`src/rtl/instr_fetch_unit.sv`:
```
// instr_fetch_unit: IF stage. Holds the PC, runs a single-outstanding-request
// handshake to instruction memory, and fills the IF/ID register through a
// one-entry skid buffer. The bench also runs it with PC_RESET set near the top
// of the address space so that PC wrap-around is exercised.
//  clk               rising-edge clock
//  reset_n           asynchronous active-low reset
//  imem_req          fetch request to instruction memory
//  imem_addr         fetch byte address, held stable while a request waits
//  imem_ready        memory completes the request; imem_rdata valid same cycle
//  imem_rdata        fetched instruction word
//  ID_stall          ID cannot accept; IF/ID holds
//  ID_B_taken        taken branch resolved in ID (one-cycle pulse)
//  ID_B_target       branch target byte address
//  IF_ID_instruction instruction presented to the decoder
//  IF_ID_pc          byte address of IF_ID_instruction
//  IF_ID_valid       IF_ID_instruction holds a real instruction
module instr_fetch_unit #(
   parameter logic [31:0] PC_RESET = 32'h0000_0000,
   parameter logic [31:0] PC_STEP  = 32'd4
) (
   input  logic        clk,
   input  logic        reset_n,
   output logic        imem_req,
   output logic [31:0] imem_addr,
   input  logic        imem_ready,
   input  logic [31:0] imem_rdata,
   input  logic        ID_stall,
   input  logic        ID_B_taken,
   input  logic [31:0] ID_B_target,
   output logic [31:0] IF_ID_instruction,
   output logic [31:0] IF_ID_pc,
   output logic        IF_ID_valid
);
   typedef enum logic [1:0] {IDLE, FETCH, SQUASH} state_t;
   state_t      state, state_nx;
   logic [31:0] pc, pc_nx, sq_addr, skid_instr, skid_pc;
   logic        skid_valid, skid_valid_nx, accept, load, word_ok;
   // Request is a pure function of state, so an async reset drops it at once.
   assign imem_req  = state != IDLE;
   // A squashed request keeps its original address until memory completes it.
   assign imem_addr = state == SQUASH ? sq_addr : pc;
   assign accept    = imem_req & imem_ready;
   assign load      = ~IF_ID_valid | ~ID_stall;
   // Only a completed non-squashed request delivers a usable word.
   assign word_ok   = accept & (state == FETCH);
   always_comb begin
      skid_valid_nx = ID_B_taken ? 1'b0 : skid_valid ? ~load : word_ok & ~load;
      pc_nx         = ID_B_taken ? ID_B_target : word_ok ? pc + PC_STEP : pc;
      state_nx      = state;
      case (state)
         IDLE:    if (ID_B_taken || !skid_valid) state_nx = FETCH;
         FETCH:   if (ID_B_taken) state_nx = accept ? FETCH : SQUASH;
                  else if (accept && skid_valid_nx) state_nx = IDLE;
         SQUASH:  if (!ID_B_taken && accept) state_nx = FETCH;
         default: state_nx = IDLE;
      endcase
   end
   always_ff @(posedge clk or negedge reset_n) begin
      if (!reset_n) begin
         state             <= IDLE;
         pc                <= PC_RESET;
         sq_addr           <= PC_RESET;
         skid_valid        <= 1'b0;
         skid_instr        <= '0;
         skid_pc           <= '0;
         IF_ID_instruction <= '0;
         IF_ID_pc          <= '0;
         IF_ID_valid       <= 1'b0;
      end else begin
         state      <= state_nx;
         pc         <= pc_nx;
         skid_valid <= skid_valid_nx;
         if (state != SQUASH) sq_addr <= pc;
         if (word_ok && !load) begin
            skid_instr <= imem_rdata;
            skid_pc    <= pc;
         end
         if (ID_B_taken) IF_ID_valid <= 1'b0;
         else if (load) begin
            IF_ID_valid       <= skid_valid | word_ok;
            IF_ID_instruction <= skid_valid ? skid_instr : word_ok ? imem_rdata : IF_ID_instruction;
            IF_ID_pc          <= skid_valid ? skid_pc : word_ok ? pc : IF_ID_pc;
         end
      end
   end
endmodule

```
`config.mk`:
```
export PLATFORM = sky130hd
export DESIGN_NAME = instr_fetch_unit
export DESIGN_NICKNAME = d
export VERILOG_FILES = /design/src/rtl/instr_fetch_unit.sv
export SDC_FILE = /design/constraint.sdc
export NUM_CORES = 1
export LEC_CHECK = 0
export ABC_AREA = 1
export BUFFER_PORTS_ARGS = -buffer_cell sky130_fd_sc_hd__buf_2
export CAP_MARGIN = 0
export CORE_UTILIZATION = 53
export CTS_BUF_LIST = sky130_fd_sc_hd__clkbuf_8
export CTS_CLUSTER_DIAMETER = 150
export DETAILED_ROUTE_END_ITERATION = 7
export HOLD_SLACK_MARGIN = 0.05
export PLACE_DENSITY = 0.79
export SETUP_SLACK_MARGIN = 0.5
export SKIP_LAST_GASP = 1
export SYNTH_ARGS = -nofsm -noshare
export SYNTH_HDL_FRONTEND = slang
export SYNTH_SLANG_ARGS = --single-unit
```
`constraint.sdc`:
```
create_clock -name clk -period 1.7 [get_ports clk]
set_clock_uncertainty 0.15 [all_clocks]
set_input_delay 0.34 -clock clk [delete_from_list [all_inputs] [get_ports clk]]
set_output_delay 0.34 -clock clk [all_outputs]
set_load 0.03 [all_outputs]
```
Yosys cells after proc, flatten, opt, wreduce, memory -nomap -nowiden
Cells that the tools add are included.

Add/subtract/negate cells: 1. Muxes and demuxes: 17. Bitwise gates (word level): 9. Equal/unequal tests: 6. Reduce and logical (&&, ||, !) cells: 14.

Operator list (count): two-way mux 32 bit (7); adder 32 x 3 -> 32 bit, second input constant (1); two-way mux 2 bit (5); nonzero test 2 bit (4); case mux 2 bit (3 select lines) (1); AND reduction 3 bit (2); two-way mux 1 bit (4); inequality test 2 bit, second input constant (2); NOT 1 bit (4); bitwise AND 1 bit (3); logical AND 1 bit (3); zero test 1 bit (3); inequality test 3 x 2 -> 1 bit, second input constant (1); == test 2 x 1 -> 1 bit, second input constant (1); == test 2 bit, second input constant (1); zero test 2 bit (1); inequality test 2 x 1 -> 1 bit, second input constant (1); bitwise OR 1 bit (2); logical OR 1 bit (1).

Logic and storage cells: 56. Flip-flop bits (word level): 196.

Longest topological paths before layout
Gate-level depths: netlist of the first run.

Word-level depth: 10. Depth in mapped cells: 11. Gate-level depth less buffers: 10.

Least setup slack after synthesis of the first run
OpenSTA, ideal clock, no wires.

Path type: flip-flop to output port. Start point: reg state[1]. End point: out imem_addr[0]. Path buffers: 2. Arrival: 1.592 ns. Setup slack: -0.382 ns. Cell stages (with the launch flop): 6. Cell sequence: dfrtp_1 -> inv_1 -> nor2_1 -> buf_2 -> buf_1 -> o21ai_0.

Cells in the longest elaborated chain, start to end: 2.

RTL lines: from (decl) (line 35) `state_t state, state_nx;`; from (signal assigned) (line 70) `state <= state_nx;`; == test 2 bit (line 41) `assign imem_addr = state == SQUASH ? sq_addr : pc;`; two-way mux 32 bit (line 41); to (decl) (line 24) `output logic [31:0] imem_addr,`.

No other way between the ends.

Final worst setup path of the first run
Start point: reg state[1]. End point: out imem_addr[30].

Same word-level chain as after synthesis.

==> reports/metrics.csv, run 1 <==
stage;metric;value;unit
clock_tree;htreeDepth;4;
sta;fin_crit_sh;135.0;%
global_routing;grt.total_usage;34.31;%
setup_path;crit_buf_inv;5;
place;placed_cell_area;11440;µm²
die;row_count;48;
setup_path;slowest_delay;0.41;ns
global_routing;grt_max_degree;61;
finish;final_common_cell;nand2_1;
finish;finalNetCount;1539;
flow_run;maxCapViolCount;0;
clock_tree;clkLatencyLatePin;0.49;ns
global_routing;overflow;0;
die;start_util;54.63;%
setup_path;cp_cell_sequence;inv_2 > nor2_4 > buf_6 > buf_12 > buf_12 > o21ai_4 > buf_6;
sta;hold-worst-slack;0.05717;ns
synthesis;ys_seq_area_share;51.73;%
setup_path;crit_required;1.21;ns
finish;syn_to_final_growth;58.53;%
finish;postLayoutCellArea;15030;µm²
global_routing;grt_pass1_vias;9245;
route;route.detailed.drc;0;
setup_path;path_delay_family;buffers and inverters;
die;die-area;18430;µm²
place;portBuffers;166;
synthesis;ys_types;31;
finish;final_cell_mix;303 x nand2_1, 193 x dfrtp_1, 132 x buf_2;
route;drtIter0Drc;1115;
sta;hold_viol;0;
power_and_ir_drop;power_leakage;7.311;nW
die;io_pins;167;
clock_tree;cts_tree;built;
die;core_area;17360;µm²
setup_path;crit_type;reg -> out;
sta;max_freq;435.7;MHz
route;wire_per_inst;22.94;µm
sta;tns;-71.38;ns
min_path;hp-class;in -> reg;
route;wl;39160;µm
sta;fin_crit;2.295;ns
setup_path;crit_slowest_cell;dfrtp_1;
sta;relSlewSlack;75.95;%
die;die_h;135.8;µm
synthesis;synth-seq-cells;196;
power_and_ir_drop;total_power;24.10;mW
route;ant_nets;0;
synthesis;syn_inst;1130;
clock_tree;cts.sinks;196;
setup_path;cp_max_fo;5;
setup_path;cp_data_arrival_time;1.81;ns
synthesis;syn-num-nets;1200;
power_and_ir_drop;power.density;1603;nW/µm²
synthesis;syn_area_per_cell;8.391;µm²
place;dp_hpwl;17210;µm
global_routing;antenna_found_initial;0;
sta;finalSetupViolCount;193;
finish;drive_above_1_share;43.52;%
setup_path;end_kind;primary output;
sta;worst_pin_slew;0.3570;ns
finish;diodes;0;
clock_tree;clkTransAtPathRegs;0.10;ns
route;avgViaCountPerCell;6.030;
die;die_w;135.8;µm
clock_tree;clockBufferDepth;2;
run_status;status;finished, violations left;
clock_tree;cts_root_buf;clkbuf_8;
finish;fin_util;86.60;%
synthesis;synthesis.area;9482;µm²
sta;report.final.slew_viol_count;0;
power_and_ir_drop;ir_drop;0.0009961;V
setup_path;critPathLaunchType;flip-flop;
finish;nFillCells;790;
global_routing;grt_pass1_wl;48130;µm
route;via_count;10290;
run_status;violations;negative setup slack;
sta;rsz0062_at_grt;true;
route;dr.pass1.iters;8;
sta;setup_ws;-0.5950;ns
synthesis;synth_warnings;0;
place;gp_congestion;0.9536;
clock_tree;cts_buffers;17;
==> timing repair <==
action | CTS | global route
buffers inserted | 32 | 29
pin swaps | 22 | 47
hold endpoints to repair | 262 | 0
endpoints found under the setup margin | 291 | 293
hold buffers | 55 | 0
cloned | 20 | 19
resized for setup | 147 | 189
==> synth_stat cells (all sizes together) <==
library cell	n	area, µm²
nor4	1	6.260
a311oi	1	8.760
a21oi	64	320.3
nand2	390	1469
ha	1	12.51
xor2	1	8.760
nor3	3	26.28
a211oi	2	15.01
dfrtp	196	4905
clkbuf	10	37.54
o211ai	69	818.3
and2	1	6.260
o22ai	2	12.51
a31oi	1	6.260
inv	88	330.3
nand4	3	18.77
nand3	35	175.2
nor2	141	544.3
buf	53	420.4
o21ai	68	340.3
==> through the flow <==
| step | std cells | setup slack [ns] |
|---|---|---|
| 2_1_floorplan | 1130 | 0.1094 |
| 3_3_place_gp | 1520 | -0.02817 |
| 3_5_place_dp | 1520 | -0.04405 |
| 4_1_cts | 1659 | -0.5263 |
| 5_1_grt | 1707 | -0.6158 |
| 6_report | 1707 | -0.5950 |
==> routing by layer <==
metal | global-route usage, % | vias to the layer above | wire length (µm)
met5 | 0 | - | 0
met4 | 16.48 | 0 | 2653
met1 | 42.77 | 4973 | 13670
met2 | 57.71 | 774 | 19460
li1 | - | 4310 | -
met3 | 5.986 | 236 | 3376
==> kinds of logic (layout without fill, tap and decap cells) <==
logic type / count (synthesis) / in the layout / synth area share [%]
and+or+nand+nor: 574 / 574 / 23.69
AOI/OAI and AO/OA: 207 / 207 / 16.05
adders and majority gates: 1 / 1 / 0.1319
DFF: 196 / 196 / 51.73
buffers and inverters: 151 / 503 / 8.314
xor gates and xnor gates: 1 / 1 / 0.09239
==> area by class of cell <==
| class | count | area [µm²] | area share (%) |
|---|---|---|---|
| multi-input combinational | 783 | 4964 | 33.02 |
| sequential | 196 | 4908 | 32.66 |
| timing repair buffer | 380 | 4058 | 27.00 |
| inverter | 88 | 377.9 | 2.514 |
| tap | 225 | 281.5 | 1.873 |
| clock buffer | 17 | 234.0 | 1.557 |
| clock inverter | 15 | 178.9 | 1.190 |
| timing repair inverter | 3 | 28.78 | 0.1915 |
==> flip-flops by register name, summed over array words and instances (netlist names) <==
signal and count:
skid_valid 1, skid_pc 32, skid_instr 32, IF_ID_valid 1, sq_addr 32, IF_ID_instruction 32
state 2, pc 32, IF_ID_pc 32
==> worst paths after layout <==
check | cells after the start | endpoint | slack, ns | from
max in group asynchronous | 3 | pc[16] | 0.60 | reset_n
min in group asynchronous | 2 | IF_ID_instruction[22] | 0.19 | reset_n
max | 7 | imem_addr[30] | -0.60 | state[1]
min reg2reg | 2 | IF_ID_instruction[23] | 0.33 | IF_ID_instruction[23]
min | 5 | pc[27] | 0.06 | ID_B_target[27]
max reg2reg | 13 | IF_ID_instruction[12] | -0.53 | state[1]
==> tightest hold or removal path: stages <==
cell and delay [ns]:
buf_2 0.07, nor2_1 0.04, nor2_2 0.10, nand2_1 0.05, nand2_1 0.05
==> power by group <==
group | internal, mW | switching (mW) | total [mW]
clock network | 1.47 | 1.79 | 3.26
logic | 5.00 | 7.46 | 12.5
registers | 6.66 | 1.72 | 8.38
(Power assumes the default switching activity.)
==> run 2: changes to the inputs <==
- CORE_UTILIZATION: 53 -> 60
- PLACE_DENSITY: 0.79 -> 0.85
- clock period: 1.7 -> 2.64 ns (I/O delays scaled with it)
==> reports/metrics.csv, run 2 (same netlist as run 1, synthesis figures left out) <==
stage;metric;value;unit;change
sta;tns;0;ns;was -71.38 ns
sta;rsz0062_at_grt;true;;unchanged
route;ant_nets;0;;unchanged
clock_tree;clockBufferDepth;2;;unchanged
route;route.detailed.drc;0;;unchanged
setup_path;crit_slowest_cell;dfrtp_1;;unchanged
finish;syn_to_final_growth;21.11;%;was 58.53%
clock_tree;cts_tree;built;;unchanged
power_and_ir_drop;switchingPower;5.702;mW;was 10.98 mW
global_routing;grt.total_usage;30.24;%;was 34.31%
place;portBuffers;166;;unchanged
setup_path;end_kind;primary output;;unchanged
power_and_ir_drop;total_power;12.64;mW;was 24.10 mW
setup_path;cp_max_fo;9;;was 5
power_and_ir_drop;pwr-share-comb;45.3;%;was 51.7%
min_path;hp-class;in -> reg;;unchanged
die;io_pins;167;;unchanged
sta;worst_pin_slew;0.5805;ns;was 0.3570 ns
setup_path;endpoint;imem_addr[0];;was imem_addr[30]
flow_run;maxCapViolCount;0;;unchanged
route;via_count;8444;;was 10290
power_and_ir_drop;swShare;45.10;%;was 45.56%
setup_path;crit_type;reg -> out;;unchanged
die;die-area;16310;µm²;was 18430 µm²
clock_tree;htreeDepth;4;;unchanged
route;wl;25070;µm;was 39160 µm
finish;diodes;0;;unchanged
setup_path;path_depth;7;;unchanged
setup_path;r2r-start;state[1];;unchanged
clock_tree;clkTransAtPathRegs;0.10;ns;about the same
clock_tree;clkLatencyLatePin;0.46;ns;was 0.49 ns
finish;postLayoutCellArea;11480;µm²;was 15030 µm²
setup_path;crit_start;state[1];;unchanged
sta;hold_viol;0;;unchanged
power_and_ir_drop;ir_drop;0.0005883;V;was 0.0009961 V
global_routing;grt_pass1_vias;7745;;was 9245
power_and_ir_drop;power_leakage;5.925;nW;was 7.311 nW
die;die_h;127.7;µm;was 135.8 µm
min_path;min-delay-start;ID_B_target[0];;was ID_B_target[27]
sta;relSlewSlack;61.24;%;was 75.95%
setup_path;r2r-end;pc[9];;was IF_ID_instruction[12]
setup_path;r2r_cells;9;;was 13
die;row_count;45;;was 48
clock_tree;cts_buffers;17;;unchanged
global_routing;overflow;0;;unchanged
setup_path;cp_common_cell;buf_6;;
global_routing;antenna_found_initial;0;;unchanged
route;avgViaCountPerCell;5.552;;was 6.030
setup_path;crit_required;1.96;ns;was 1.21 ns
die;die_w;127.7;µm;was 135.8 µm
global_routing;grt_pass1_wl;38570;µm;was 48130 µm
place;dp_hpwl;16050;µm;was 17210 µm
sta;report.final.slew_viol_count;0;;unchanged
die;core_area;15310;µm²;was 17360 µm²
setup_path;cp_data_arrival_time;1.74;ns;was 1.81 ns
route;wire_per_inst;16.48;µm;was 22.94 µm
power_and_ir_drop;clock_power_share;14.3;%;was 13.5%
clock_tree;cts_root_buf;clkbuf_8;;unchanged
power_and_ir_drop;internal_power;6.941;mW;was 13.12 mW
power_and_ir_drop;seq_power_share;40.4;%;was 34.8%
finish;final_common_cell;nand2_1;;unchanged
finish;final_cell_mix;374 x nand2_1, 195 x dfrtp_1, 136 x nor2_1;;was 303 x nand2_1, 193 x dfrtp_1, 132 x buf_2
sta;hold-worst-slack;0.1436;ns;was 0.05717 ns
sta;max_freq;413.6;MHz;
sta;fin_crit_sh;91.59;%;
power_and_ir_drop;power.density;1101;nW/µm²;was 1603 nW/µm²
setup_path;cp_cell_sequence;inv_2 > nor2_4 > buf_4 > buf_6 > nand2_1 > o21ai_2 > buf_6;;was inv_2 > nor2_4 > buf_6 > buf_12 > buf_12 > o21ai_4 > buf_6
sta;finalSetupViolCount;0;;was 193
route;dr.pass1.iters;7;;was 8
place;placed_cell_area;10390;µm²;was 11440 µm²
setup_path;path_delay_family;buffers and inverters;;unchanged
setup_path;critPathLaunchType;flip-flop;;unchanged
sta;fin_crit;2.418;ns;
run_status;status;finished clean;;was finished, violations left
clock_tree;cts.sinks;196;;unchanged
finish;finalNetCount;1367;;was 1539
finish;fin_util;74.98;%;was 86.60%
route;drtIter0Drc;963;;was 1115
setup_path;reg2reg_slack;0.46;ns;was -0.53 ns
die;start_util;61.91;%;was 54.63%
setup_path;crit_buf_inv;4;;was 5
finish;drive_above_1_share;27.63;%;was 43.52%
setup_path;slowest_delay;0.41;ns;about the same
global_routing;grt_max_degree;110;;was 61
place;gp_congestion;0.9092;;was 0.9536
## run 2: stage by stage
step,worst slack (ns),cells
after global routing,0.1594,1521
after floorplan,0.3704,1130
after CTS,0.2578,1501
after detailed placement,0.4248,1462
final,0.2221,1521
after global placement,0.5428,1462
## run 2: tightest hold or removal path, stage by stage
cell and delay, ns:
buf_2 0.08, nand2_1 0.05, o21ai_0 0.06
## run 2: how the worst min path moves through the flow
stage / depth (start not counted) / endpoint
final: 3 / pc[0]
after global routing: 3 / pc[0]
after floorplan: 0 / IF_ID_instruction[0]
after detailed placement: 2 / IF_ID_instruction[9]
after CTS: 3 / pc[0]
after global placement: 2 / IF_ID_instruction[9]
## run 2: per-layer routing
layer  vias to the layer above  part of all wire, %  track usage [%]
li1                       3951                    -                -
met1                      3999                   43            43.16
met2                       435                   47            47.89
met3                        59                  7.5            5.217
met4                         0                  2.2            8.927
met5                         -                    0                0
## run 2: area by class of cell
cell class,instances,area [µm²]
flip-flops and latches,196,4906
multi-input cells,784,4046
repair buffers,210,1574
inverters,88,335.3
clock buffers,17,234.0
fillers,1118,3831
well taps,211,264.0
clock inverters,15,123.9
## run 2: power by group through the flow
stage	logic (mW)	clock network [mW]	registers, mW
global route	6.17	1.94	5.24
finish	5.72	1.81	5.11
floorplan	2.55	0	5.88
CTS	5.16	1.83	5.05
global placement	4.65	0	5.05
detailed placement	4.78	0	5.11
## run 2: what timing repair did
action	4_1_cts	5_1_grt
resized for setup	70	84
hold endpoints to repair	48	0
setup buffers	4	17
cloned	2	3
endpoints found under the setup margin	32	112
hold buffers	1	0
pin swaps	1	3
==> run 3: changes to the inputs <==
- ABC_AREA: 1 -> unset
- CAP_MARGIN: 0 -> 20
- CTS_CLUSTER_SIZE: unset -> 12
- PLACE_DENSITY: 0.85 -> 0.86
==> reports/metrics.csv, run 3 <==
stage;metric;value;unit;change
run_status;status;finished clean;;unchanged
global_routing;antenna_found_initial;1;;was 0
place;pre_cts_slack;0.2942;ns;was 0.4248 ns
die;die_h;120.7;µm;was 127.7 µm
synthesis;syn_inst;718;;was 1130
clock_tree;cts_buffers;17;;unchanged
sta;worst_pin_slew;0.5012;ns;was 0.5805 ns
clock_tree;clockBufferDepth;2;;unchanged
min_path;hp-class;in -> reg;;unchanged
route;via_count;6297;;was 8444
setup_path;slowest_delay;0.40;ns;was 0.41 ns
setup_path;end_kind;primary output;;unchanged
place;gp_congestion;0.8484;;was 0.9092
sta;tns;0;ns;unchanged
min_path;hold-path-cell-count;3;;unchanged
die;io_pins;167;;unchanged
place;dp_hpwl;12530;µm;was 16050 µm
die;row_count;43;;was 45
setup_path;crit_buf_inv;2;;was 4
route;dr.pass1.iters;5;;was 7
sta;fin_crit_sh;97.14;%;was 91.59%
synthesis;syn_area_per_cell;11.78;µm²;was 8.391 µm²
global_routing;grt.total_usage;28.09;%;was 30.24%
clock_tree;cts.sinks;196;;unchanged
setup_path;crit_required;1.96;ns;about the same
route;wl;19890;µm;was 25070 µm
setup_path;r2r_cells;5;;was 9
synthesis;synth_top_area_share;57.99;%;was 51.73%
route;ant_nets;0;;unchanged
synthesis;synth_warnings;0;;unchanged
synthesis;synth_common_cells;196 x dfrtp_1, 95 x mux2_2, 92 x nand2_1, 87 x o21ai_0, 65 x mux2i_1;;was 388 x nand2_1, 196 x dfrtp_1, 139 x nor2_1, 84 x inv_1, 64 x a21oi_1
sta;finalSetupViolCount;0;;unchanged
power_and_ir_drop;total_power;9.916;mW;was 12.64 mW
power_and_ir_drop;power.density;961.8;nW/µm²;was 1101 nW/µm²
synthesis;ys_types;38;;was 31
clock_tree;clkLatencyLatePin;0.46;ns;about the same
setup_path;critPathLaunchType;flip-flop;;unchanged
flow_run;maxCapViolCount;0;;unchanged
synthesis;ys_seq_area_share;57.99;%;was 51.73%
power_and_ir_drop;pwr-share-comb;34.7;%;was 45.3%
setup_path;cp_max_fo;14;;was 9
setup_path;cp_cell_sequence;and2b_4 > buf_12 > mux2_2 > buf_2;;was inv_2 > nor2_4 > buf_4 > buf_6 > nand2_1 > o21ai_2 > buf_6
setup_path;r2r-end;pc[29];;was pc[9]
route;drtIter0Drc;351;;was 963
setup_path;r2r-start;state[1];;unchanged
power_and_ir_drop;internal_power;6.173;mW;was 6.941 mW
global_routing;grt_pass1_wl;31340;µm;was 38570 µm
die;die_w;120.7;µm;was 127.7 µm
die;start_util;61.17;%;was 61.91%
synthesis;synthesis.area;8458;µm²;was 9482 µm²
synthesis;synth_most_common_cell;dfrtp_1;;was nand2_1
synthesis;async_flop_share;100.0;%;unchanged
clock_tree;clkTransAtPathRegs;0.09;ns;was 0.10 ns
clock_tree;cts_tree;built;;unchanged
global_routing;overflow;0;;unchanged
route;avgViaCountPerCell;5.804;;was 5.552
sta;setup_ws;0.07539;ns;was 0.2221 ns
synthesis;synth_area_leader_cell;dfrtp_1;;unchanged
sta;report.final.slew_viol_count;0;;unchanged
synthesis;synth-seq-cells;196;;unchanged
finish;final_common_cell;dfrtp_1;;was nand2_1
place;portBuffers;166;;unchanged
clock_tree;htreeDepth;4;;unchanged
finish;final_cell_mix;185 x dfrtp_1, 155 x buf_2, 92 x nand2_1;;was 374 x nand2_1, 195 x dfrtp_1, 136 x nor2_1
sta;fin_crit;2.565;ns;was 2.418 ns
sta;max_freq;389.9;MHz;was 413.6 MHz
setup_path;path_delay_family;flip-flops;;was buffers and inverters
sta;rsz0062_at_grt;true;;unchanged
sta;relSlewSlack;66.59;%;was 61.24%
power_and_ir_drop;power_leakage;4.601;nW;was 5.925 nW
finish;finalNetCount;962;;was 1367
synthesis;synth_edf_count;0;;unchanged
setup_path;crit_type;reg -> out;;unchanged
power_and_ir_drop;ir_drop;0.0005700;V;was 0.0005883 V
global_routing;grt_max_degree;115;;was 110
clock_tree;cts_root_buf;clkbuf_8;;unchanged
die;core_area;13830;µm²;was 15310 µm²
synthesis;synth_ff_type;dfrtp_1;;unchanged
min_path;min_to;pc[11];;was pc[0]
sta;hold_viol;0;;unchanged
power_and_ir_drop;seq_power_share;46.9;%;was 40.4%
route;wire_per_inst;18.33;µm;was 16.48 µm
synthesis;syn-num-nets;788;;was 1200
synthesis;synth_area_leaders;dfrtp_1 58%, mux2_2 13%, mux2i_1 7.7%, o21ai_0 5.1%, nand2_1 4.1%;;was dfrtp_1 52%, nand2_1 15%, o211ai_2 7.9%, nor2_1 5.5%, a21oi_1 3.4%
setup_path;crit_slowest_cell;dfrtp_2;;was dfrtp_1
finish;syn_to_final_growth;21.89;%;was 21.11%
route;route.detailed.drc;0;;unchanged
setup_path;reg2reg_slack;0.53;ns;was 0.46 ns
die;die-area;14580;µm²;was 16310 µm²
finish;drive_above_1_share;39.05;%;was 27.63%
global_routing;grt_pass1_vias;6209;;was 7745
setup_path;cp_data_arrival_time;1.89;ns;was 1.74 ns
min_path;min-delay-start;ID_B_target[11];;was ID_B_target[0]
power_and_ir_drop;clock_power_share;18.5;%;was 14.3%
power_and_ir_drop;swShare;37.75;%;was 45.10%
power_and_ir_drop;switchingPower;3.743;mW;was 5.702 mW
==> run 3: stage by stage <==
| stage | std cells | util (%) | hold slack (ns) | area, µm² |
|---|---|---|---|---|
| 3_3_place_gp | 1034 | 69.29 | 0.3061 | 9580 |
| 2_1_floorplan | 718 | - | 0.08241 | 8487 |
| 5_1_grt | 1085 | 74.56 | 0.1010 | 10310 |
| 4_1_cts | 1079 | 73.98 | 0.08996 | 10230 |
| 3_5_place_dp | 1034 | 69.29 | 0.3142 | 9580 |
| 6_report | 1085 | 74.56 | 0.1231 | 10310 |
==> run 3: what timing repair did <==
| item | CTS | global route |
|---|---|---|
| gates resized for setup | 49 | 11 |
| buffers inserted | 10 | 4 |
| gates cloned | 3 | 1 |
| hold buffers | 1 | 0 |
| pin swaps | 3 | 6 |
| hold endpoints to repair | 56 | 0 |
| endpoints found under the setup margin | 46 | 106 |
==> run 3: worst register-to-register path: stages (launching register included) <==
cell and delay, ns:
dfrtp_2 0.41, buf_4 0.15, nand3b_4 0.18, or4_4 0.49
or4_1 0.49, a31oi_1 0.18
==> run 3: layout make-up <==
type                    count  area [µm²]
diodes                      1       2.502
clock buffers              21       289.0
clock inverters            10       83.83
fillers                   939        3517
inverters                   6       22.52
multi-input cells         469        3463
flip-flops and latches    196        4921
well taps                 180       225.2
repair buffers            202        1303
==> run 3: power by group through the flow <==
| stage | sequential, mW | clock (mW) | combinational (mW) |
|---|---|---|---|
| 2_1_floorplan | 5.53 | 0 | 1.34 |
| 3_5_place_dp | 4.70 | 0 | 3.28 |
| 4_1_cts | 4.63 | 1.87 | 3.41 |
| 6_report | 4.65 | 1.83 | 3.44 |
| 5_1_grt | 4.78 | 1.99 | 3.71 |
| 3_3_place_gp | 4.62 | 0 | 3.16 |
==> run 3: worst max path at each step <==
stage | from | to | cells past startpoint
floorplan | state[0] | imem_addr[15] | 4
global placement | imem_ready | pc[27] | 5
detailed placement | imem_ready | pc[31] | 5
CTS | state[0] | imem_addr[2] | 4
global route | state[0] | imem_addr[5] | 4
finish | state[0] | imem_addr[5] | 4
==> run 3: logic make-up after synthesis <==
family          Yosys count  share of synthesized area (%)
fa+ha+maj                 1                         0.1479
xor+xnor                 12                          1.243
compound gates          124                          8.166
buf+inv                  55                          2.589
flops                   196                          57.99
simple gates            170                          9.527
mux                     160                          20.34
==> run 3: per-layer routing <==
metal  wire [µm]  global-route usage, %  part of all wire [%]
met5           0                      0                     0
met2        9810                  44.61                    49
met4         501                  13.04                   2.5
met3         941                  5.660                   4.7
met1        8632                  37.35                    43
